===== src/rtl/soc_run_ctrl_if.sv =====
// Board-side signal bundle for the run/halt/step sequencer.
//   btn_n       raw run/halt/reset button, active-low, asynchronous
//   step_n      raw single-step button, active-low, asynchronous
//   cpu_reset   reset to the SoC, active-high
//   cpu_en      clock-enable to the SoC core
//   halted      1 while the core is halted or single-stepping
//   step_count  steps executed since the last power-on reset
// slave: the sequencer side.  master: the board / stimulus side.
interface soc_run_ctrl_if;
  logic        btn_n;
  logic        step_n;
  logic        cpu_reset;
  logic        cpu_en;
  logic        halted;
  logic [15:0] step_count;

  modport slave (
    input  btn_n,
    input  step_n,
    output cpu_reset,
    output cpu_en,
    output halted,
    output step_count
  );

  modport master (
    output btn_n,
    output step_n,
    input  cpu_reset,
    input  cpu_en,
    input  halted,
    input  step_count
  );
endinterface


===== src/rtl/soc_run_ctrl.sv =====
// Run/halt/step/reset sequencer for the RiSC-16 SoC.
// Synchronises and debounces the two board buttons, generates the SoC
// power-on / long-press reset and drives the core clock-enable so the core
// can free-run, halt or single-step.
// Ports:
//   clk    system clock
//   reset  synchronous, active-high reset
//   bus    soc_run_ctrl_if.slave: btn_n, step_n in; cpu_reset, cpu_en,
//          halted, step_count out
module soc_run_ctrl #(
  parameter int DEBOUNCE_CYCLES = 120000,
  parameter int LONG_CYCLES     = 12000000,
  parameter int POR_CYCLES      = 32
) (
  input  logic          clk,
  input  logic          reset,
  soc_run_ctrl_if.slave bus
);
  localparam int DB_W   = $clog2(DEBOUNCE_CYCLES + 1);
  localparam int HOLD_W = $clog2(LONG_CYCLES + 1);
  localparam int POR_W  = $clog2(POR_CYCLES + 1);

  typedef enum logic [1:0] {ST_POR, ST_RUN, ST_HALT, ST_STEP} state_t;

  // Hold counter increments but sticks at LONG_CYCLES, which also marks
  // "long press already reported" for the rest of the press.
  function automatic logic [HOLD_W-1:0] hold_sat_inc(input logic [HOLD_W-1:0] v);
    if (v == HOLD_W'(LONG_CYCLES)) return v;
    else                           return v + 1'b1;
  endfunction

  // Bit 0 = btn_n, bit 1 = step_n throughout the input path.
  logic [1:0]      raw;
  logic [1:0]      sync_p0, sync_p1;
  logic [1:0]      stable, stable_d;
  logic [DB_W-1:0] db_cnt [2];
  logic [1:0]      db_done;

  logic [HOLD_W-1:0] hold_cnt;
  logic              btn_press_acc;
  logic              long_ev, short_ev, step_ev;

  state_t       state, state_nxt;
  logic [POR_W-1:0] por_cnt;
  logic [15:0]  step_cnt;
  logic         cpu_reset_o, cpu_en_o, halted_o;

  assign raw = {bus.step_n, bus.btn_n};

  always_comb begin
    db_done = '0;
    for (int i = 0; i < 2; i++)
      db_done[i] = (sync_p1[i] != stable[i]) && (db_cnt[i] == DB_W'(DEBOUNCE_CYCLES - 1));
  end

  // Stage p0/p1: two-flop synchroniser, then debounce into stable level
  always_ff @(posedge clk) begin
    if (reset) begin
      sync_p0  <= '1;
      sync_p1  <= '1;
      stable   <= '1;
      stable_d <= '1;
      db_cnt[0] <= '0;
      db_cnt[1] <= '0;
    end else begin
      sync_p0  <= raw;
      sync_p1  <= sync_p0;
      stable_d <= stable;
      for (int i = 0; i < 2; i++) begin
        if (sync_p1[i] == stable[i]) begin
          db_cnt[i] <= '0;
        end else if (db_done[i]) begin
          db_cnt[i] <= '0;
          stable[i] <= sync_p1[i];
        end else begin
          db_cnt[i] <= db_cnt[i] + 1'b1;
        end
      end
    end
  end

  // Stage events: edge pulses from the stable levels
  // The hold counter restarts on the very edge the press is accepted, so it
  // reads 0 on the first cycle the stable level is low.
  assign btn_press_acc = db_done[0] && !sync_p1[0];
  assign long_ev  = !stable[0] && (hold_cnt == HOLD_W'(LONG_CYCLES - 1));
  assign short_ev = stable[0] && !stable_d[0] && (hold_cnt != HOLD_W'(LONG_CYCLES));
  assign step_ev  = !stable[1] && stable_d[1];

  always_ff @(posedge clk) begin
    if (reset)              hold_cnt <= '0;
    else if (btn_press_acc) hold_cnt <= '0;
    else if (!stable[0])    hold_cnt <= hold_sat_inc(hold_cnt);
  end

  // Stage FSM: state register, next state, Moore outputs
  always_ff @(posedge clk) begin
    if (reset) state <= ST_POR;
    else       state <= state_nxt;
  end

  always_comb begin
    state_nxt = state;
    if (long_ev) begin
      state_nxt = ST_POR;
    end else begin
      case (state)
        ST_POR:  if (por_cnt == POR_W'(POR_CYCLES - 1)) state_nxt = ST_RUN;
        ST_RUN:  if (short_ev) state_nxt = ST_HALT;
        ST_HALT: if (short_ev)     state_nxt = ST_RUN;
                 else if (step_ev) state_nxt = ST_STEP;
        ST_STEP: state_nxt = ST_HALT;
        default: state_nxt = ST_POR;
      endcase
    end
  end

  always_comb begin
    cpu_reset_o = 1'b0;
    cpu_en_o    = 1'b0;
    halted_o    = 1'b0;
    case (state)
      ST_POR:  cpu_reset_o = 1'b1;
      ST_RUN:  cpu_en_o    = 1'b1;
      ST_HALT: halted_o    = 1'b1;
      ST_STEP: begin
        cpu_en_o = 1'b1;
        halted_o = 1'b1;
      end
      default: cpu_reset_o = 1'b1;
    endcase
  end

  // A long press restarts the POR count even when already in POR.
  always_ff @(posedge clk) begin
    if (reset)                        por_cnt <= '0;
    else if (long_ev || state != ST_POR) por_cnt <= '0;
    else                              por_cnt <= por_cnt + 1'b1;
  end

  always_ff @(posedge clk) begin
    if (reset)                                         step_cnt <= '0;
    else if (long_ev)                                  step_cnt <= '0;
    else if (state == ST_HALT && state_nxt == ST_STEP) step_cnt <= step_cnt + 16'd1;
  end

  assign bus.cpu_reset  = cpu_reset_o;
  assign bus.cpu_en     = cpu_en_o;
  assign bus.halted     = halted_o;
  assign bus.step_count = step_cnt;
endmodule


===== src/flat_wrapper.sv =====
// flat-port wrapper written by rule: the top's interface ports become plain ports
module soc_run_ctrl_flat 
#(
  parameter int DEBOUNCE_CYCLES = 120000,
  parameter int LONG_CYCLES     = 12000000,
  parameter int POR_CYCLES      = 32
)
  (clk, reset, bus_btn_n, bus_step_n, bus_cpu_reset, bus_cpu_en, bus_halted, bus_step_count);
  soc_run_ctrl_if bus_i ();
  input  logic clk;
  input  logic reset;
  input wire logic [$bits(bus_i.btn_n)-1:0] bus_btn_n;
  input wire logic [$bits(bus_i.step_n)-1:0] bus_step_n;
  output wire logic [$bits(bus_i.cpu_reset)-1:0] bus_cpu_reset;
  output wire logic [$bits(bus_i.cpu_en)-1:0] bus_cpu_en;
  output wire logic [$bits(bus_i.halted)-1:0] bus_halted;
  output wire logic [$bits(bus_i.step_count)-1:0] bus_step_count;
  assign bus_i.btn_n = bus_btn_n;
  assign bus_i.step_n = bus_step_n;
  assign bus_cpu_reset = bus_i.cpu_reset;
  assign bus_cpu_en = bus_i.cpu_en;
  assign bus_halted = bus_i.halted;
  assign bus_step_count = bus_i.step_count;
  soc_run_ctrl #(.DEBOUNCE_CYCLES(DEBOUNCE_CYCLES), .LONG_CYCLES(LONG_CYCLES), .POR_CYCLES(POR_CYCLES)) u_core (.clk(clk), .reset(reset), .bus(bus_i));
endmodule

===== config.mk =====
export PLATFORM = sky130hd
export DESIGN_NAME = soc_run_ctrl_flat
export DESIGN_NICKNAME = d
export VERILOG_FILES = /design/src/rtl/soc_run_ctrl_if.sv /design/src/rtl/soc_run_ctrl.sv /design/src/flat_wrapper.sv
export SDC_FILE = /design/constraint.sdc
export NUM_CORES = 1
export LEC_CHECK = 0
export ABC_AREA = 1
export CORE_MARGIN = 1
export CORE_UTILIZATION = 25
export DETAILED_ROUTE_END_ITERATION = 8
export SYNTH_ARGS = -nofsm -noshare
export SYNTH_HDL_FRONTEND = slang
export SYNTH_SLANG_ARGS = --single-unit

===== constraint.sdc =====
create_clock -name clk -period 5.2 [get_ports clk]
set_clock_uncertainty 0.2 [all_clocks]
set_input_delay 1.04 -clock clk [delete_from_list [all_inputs] [get_ports clk]]
set_output_delay 1.04 -clock clk [all_outputs]
set_load 0.1 [all_outputs]

==> flow_metrics.tcl, run 1 <==
set metrics [dict create \
    worst_ep_required_time_ns 3.96 \
    drt_first_pass_iters 4 \
    drc 0 \
    num-fill-cells 2125 \
    endpoint_kind "primary output" \
    io_pins 23 \
    dr.first_iter.drc_count 219 \
    synth.avg_cell_area_um2 7.76 \
    io_buffers 22 \
    holdWs_ns 0.211 \
    place_hpwl_um 7110 \
    num_vias 4065 \
    timing_worst_setup_path_type "reg -> out" \
    power_w 0.00143 \
    p_sw_w 0.000322 \
    power.share.clock 0.446 \
    rsz0062_at_grt "false" \
    antenna_left 0 \
    post_cts_buffers 0 \
    routed_wl_um 9880 \
    fmax_mhz 301 \
    synth_edf_count 34 \
    start_util 0.255 \
    async_flop_share 0 \
    ys_seq_area_frac 0.433 \
    dp.cells 943 \
    worstPathMaxFanout 4 \
    synth_cells 637 \
    cts-root-buf "clkbuf_16" \
    ys_top_cells_by_count "nand2_1, nor2_1, inv_1" \
    netlist.area_leader.share 0.227 \
    path_clk_slew_ns 0.07 \
    yosysWarnings 0 \
    htreeDepth 3 \
    grt_usage 0.104 \
    ys_top_cells_by_area "dfxtp_1, edfxtp_1, nand2_1" \
    worst_slew_pin_slew_ns 1.14 \
    synth_area_leader_cell "dfxtp_1" \
    p_int_w 0.00111 \
    finalMaxSlewViolations 0 \
    maxCapViolCount 0 \
    nets 699 \
    p_comb_frac 0.026 \
    stdcell_count 959 \
    leakage_nw 2.13 \
    period_share 0.638 \
    yosys_register_bits 90 \
    dp_slack_ns 2.01 \
    syn-cell-area_um2 4940 \
    relSlewSlack 0.241 \
    yosysMostFrequentCell "nand2_1" \
    cts_hold_buf 0 \
    n_antenna_cell 0 \
    setup_viol_count_final 0 \
    layout_setup_ws_ns 1.88 \
    grt_max_degree 25 \
    area.growth.synth_to_final_pct 17.7 \
    seq_power_share 0.528 \
    clk_latency_ns 0.35 \
    start_kind "flop" \
    wl_per_cell_um 10.3 \
    die_height_um 143 \
    outcome "finished clean" \
    clk_path_buf_depth 2 \
    die_x_um 143 \
    antenna_found_initial 0 \
    cts_tree "yes" \
    hold_path.class "reg -> reg" \
    cp.arrival_ns 2.08 \
    cts_buffers 9 \
    finalHoldViolCount 0 \
    grt_first_pass_wirelength_um 16900 \
    coreArea_um2 19400 \
    switching_share 0.225 \
    synth_cell_types 38 \
    rows 51 \
    gp_congestion 0.821 \
    peakVddDrop_mv 0.143 \
    cts_resized 0 \
    synthFlopType "dfxtp_1" \
    grt_pass1_vias 3740 \
    powerDensity_nw_per_um2 247 \
    grt-ovfl-total 0 \
    fin_crit_ns 3.32 \
    layout-drive-gt1-share 0.0720 \
    setup-tns-final_ns 0 \
    cts_sinks 90 \
    drt-vias-per-instance 4.24 \
    dieArea_um2 20300 \
]
final cells by class:
class / count / area, um2 / share of cell area
timing repair buffer: 22 / 220 / 0.0378
tap: 265 / 332 / 0.0570
clock inverter: 5 / 36.3 / 0.00624
multi-input combinational: 492 / 2560 / 0.439
clock buffer: 11 / 254 / 0.0436
sequential: 90 / 2140 / 0.368
inverter: 74 / 278 / 0.0477
critical path: stages, from the launching register on:
cell and delay (ns):
dfxtp_1 0.34, nor2_1 0.18, clkdlybuf4s50_1 1.21
metal layers:
layer  track usage  part of all wire
met3        0.0182             0.028
met4        0.0594             0.026
met5             0                 0
met2         0.169              0.45
met1         0.129              0.49
cells by family (layout without fill, tap and decap cells):
| family | after synthesis | count (layout) | share of synthesized area |
|---|---|---|---|
| DFF | 90 | 90 | 0.433 |
| xor gates and xnor gates | 38 | 38 | 0.0673 |
| other | 1 | 34 | 0.000759 |
| buffers and inverters | 88 | 112 | 0.0742 |
| adders and majority gates | 6 | 6 | 0.0152 |
| AOI/OAI and AO/OA | 62 | 62 | 0.0661 |
| and+or+nand+nor | 352 | 352 | 0.343 |
placed cells by master (no fill, tap or decap), types with 2 or more instances in the layout:
master             n
o21bai_1           2
nor3b_1           10
nand2_2            5
inv_1             67
o21ai_0            9
clkbuf_16         10
conb_1            34
nor4_1             2
inv_2              7
clkdlybuf4s50_1   22
nor2_2             3
nand3_4            3
nand3_1           33
nand4_1           34
or2_2              7
nand2_1          137
dfxtp_1           56
a21oi_1           47
ha_1               6
xnor2_1           15
xor2_1            23
nor2_1            81
edfxtp_1          34
nor3_1            27
nor3b_2            3
nand2_4            2
sequential cells by signal, summed over array words and instances (netlist names):
| register | flops |
|---|---|
| u_core.hold_cnt | 24 |
| u_core.bus.step_count | 16 |
| u_core.stable | 2 |
| u_core.state | 2 |
| u_core.stable_d | 2 |
| u_core.sync_p0 | 2 |
| u_core.sync_p1 | 2 |
| u_core.por_cnt | 6 |
| u_core.db_cnt | 34 |
worst paths after layout:
kind                                                         from                               end  slack (ns)  cells after the start
worst max-delay path                   u_core.state[0]$_SDFF_PP0_                     bus_cpu_reset        1.88                      2
worst min-delay path                 u_core.sync_p0[1]$_SDFF_PP1_      u_core.sync_p1[1]$_SDFF_PP1_        0.21                      1
worst max register to register  u_core.db_cnt[0][0]$_SDFFCE_PN0P_  u_core.hold_cnt[14]$_SDFFE_PP0P_        2.58                      8
worst min register to register       u_core.sync_p0[1]$_SDFF_PP1_      u_core.sync_p1[1]$_SDFF_PP1_        0.21                      1
power groups by stage:
stage | clock [W] | combinational [W] | sequential [W]
3_3_place_gp | 0 | 0.0000367 | 0.000773
6_report | 0.000640 | 0.0000374 | 0.000757
5_1_grt | 0.000687 | 0.0000438 | 0.000759
2_1_floorplan | 0 | 0.0000292 | 0.000770
4_1_cts | 0.000662 | 0.0000374 | 0.000757
3_5_place_dp | 0 | 0.0000372 | 0.000773
stage by stage:
step                utilization  instance area (um2)
finish                    0.300                 5820
CTS                       0.300                 5820
floorplan                     -                 5070
global route              0.300                 5820
global placement          0.285                 5530
detailed placement        0.285                 5530
(Power assumes the default switching activity.)
==> inputs of run 2 (changes only) <==
Clock period 5.2 ns to 3.05 ns, I/O delays scaled along.
==> flow_metrics.tcl, run 2 (synthesis results as in run 1) <==
set metrics [dict create \
    crit_buf_inv 0 \
    worstPathMaxFanout 24 \
    setup_viol_count_final 0 \
    wl_met1_um 5090 \
    placed_area_um2 5500 \
    clk_latency_ns 0.35 \
    cts-root-buf "clkbuf_16" \
    path_clk_slew_ns 0.07 \
    rsz0062_at_grt "false" \
    grt_usage 0.108 \
    routed_wl_um 10200 \
    regMostFlops "u_core.db_cnt" \
    nets 702 \
    num_vias 4124 \
    layout-drive-gt1-share 0.105 \
    worst_ep_required_time_ns 3.03 \
    drt-vias-per-instance 4.29 \
    wl_per_cell_um 10.6 \
    antenna_found_initial 0 \
    fin_crit_ns 2.59 \
    relSlewSlack 0.266 \
    gp_congestion 0.837 \
    peakVddDrop_mv 0.264 \
    grt-ovfl-total 0 \
    io_pins 23 \
    setup-tns-final_ns 0 \
    dp.cells 946 \
    final_area_um2 5810 \
    clk_path_buf_depth 2 \
    timing_worst_setup_path_type "reg -> reg" \
    leakage_nw 2.20 \
    slowest_stage "o21ai_2" \
    drt_first_pass_iters 4 \
    topRoutingLayerUsed "met4" \
    path_cells "ha_1 > nand3_1 > nor2_1 > nand2_1 > nor2_1 > nand2_1 > o21ai_2 > nor3_1" \
    cp.arrival_ns 2.57 \
    dieArea_um2 20300 \
    drc 0 \
    n_antenna_cell 0 \
    endpoint_kind "flop" \
    htreeDepth 3 \
    layout_common_cells "nand2_1, nor2_1, inv_1" \
    fin_util 0.300 \
    maxCapViolCount 0 \
    io_buffers 22 \
    antenna_left 0 \
    die_x_um 143 \
    grt_first_pass_wirelength_um 17700 \
    num-fill-cells 2099 \
    start_util 0.255 \
    wl_met2_um 4630 \
    fmax_mhz 387 \
    critPathTopFamily "compound AO/OA/AOI/OAI gates" \
    grt_max_degree 25 \
    stdcell_count 962 \
    place_hpwl_um 7400 \
    worst_slew_pin_slew_ns 1.10 \
    routed-wl-met3_um 242 \
    cts_tree "yes" \
    layout_commonest_cell "nand2_1" \
    cts_sinks 90 \
    powerDensity_nw_per_um2 429 \
    die_height_um 143 \
    cts_buffers 9 \
    area.growth.synth_to_final_pct 17.6 \
    finalHoldViolCount 0 \
    dr.first_iter.drc_count 191 \
    finalMaxSlewViolations 0 \
    critPathMaxStageDelay_ns 0.87 \
    cts_resized 0 \
    grt_pass1_vias 3868 \
    cts_hold_buf 0 \
    largest_reg_flops 34 \
    start_kind "flop" \
    rows 51 \
    outcome "finished clean" \
    hold_path.class "reg -> reg" \
    post_cts_buffers 0 \
    period_share 0.848 \
    coreArea_um2 19400 \
]
-- run 2: worst paths after layout --
| check | depth (start not counted) | slack [ns] | from | end |
|---|---|---|---|---|
| setup / recovery | 8 | 0.46 | u_core.db_cnt[0][0]$_SDFFCE_PN0P_ | u_core.hold_cnt[9]$_SDFFE_PP0P_ |
| hold / removal | 1 | 0.22 | u_core.sync_p0[0]$_SDFF_PP1_ | u_core.sync_p1[0]$_SDFF_PP1_ |
| setup reg to reg | 8 | 0.46 | u_core.db_cnt[0][0]$_SDFFCE_PN0P_ | u_core.hold_cnt[9]$_SDFFE_PP0P_ |
| hold reg to reg | 1 | 0.22 | u_core.sync_p0[0]$_SDFF_PP1_ | u_core.sync_p1[0]$_SDFF_PP1_ |
-- run 2: where the power goes --
group / internal [W] / switching [W]
Sequential: 0.00127 / 0.0000205
Combinational: 0.0000213 / 0.0000438
Clock: 0.000650 / 0.000483
-- run 2: area by class of cell --
cell class,instances,area (um2),area share
inverter,74,278,0.0478
multi-input combinational,492,2560,0.440
clock inverter,4,28.8,0.00495
timing repair buffer,25,195,0.0336
clock buffer,12,278,0.0478
sequential,90,2140,0.369
tap,265,332,0.0571
-- run 2: metal layers --
layer	vias up	global-route usage
li1	2177	-
met1	1898	0.136
met2	36	0.175
met3	13	0.0192
met4	0	0.0600
met5	-	0
-- run 2: metrics by stage --
step / worst slack [ns] / hold slack, ns / total power, W
finish: 0.464 / 0.219 / 0.00249
global route: 0.168 / 0.240 / 0.00259
CTS: 0.379 / 0.220 / 0.00253
detailed placement: 0.393 / 0.198 / 0.00138
global placement: 0.415 / 0.195 / 0.00138
floorplan: 0.329 / 0.189 / 0.00136
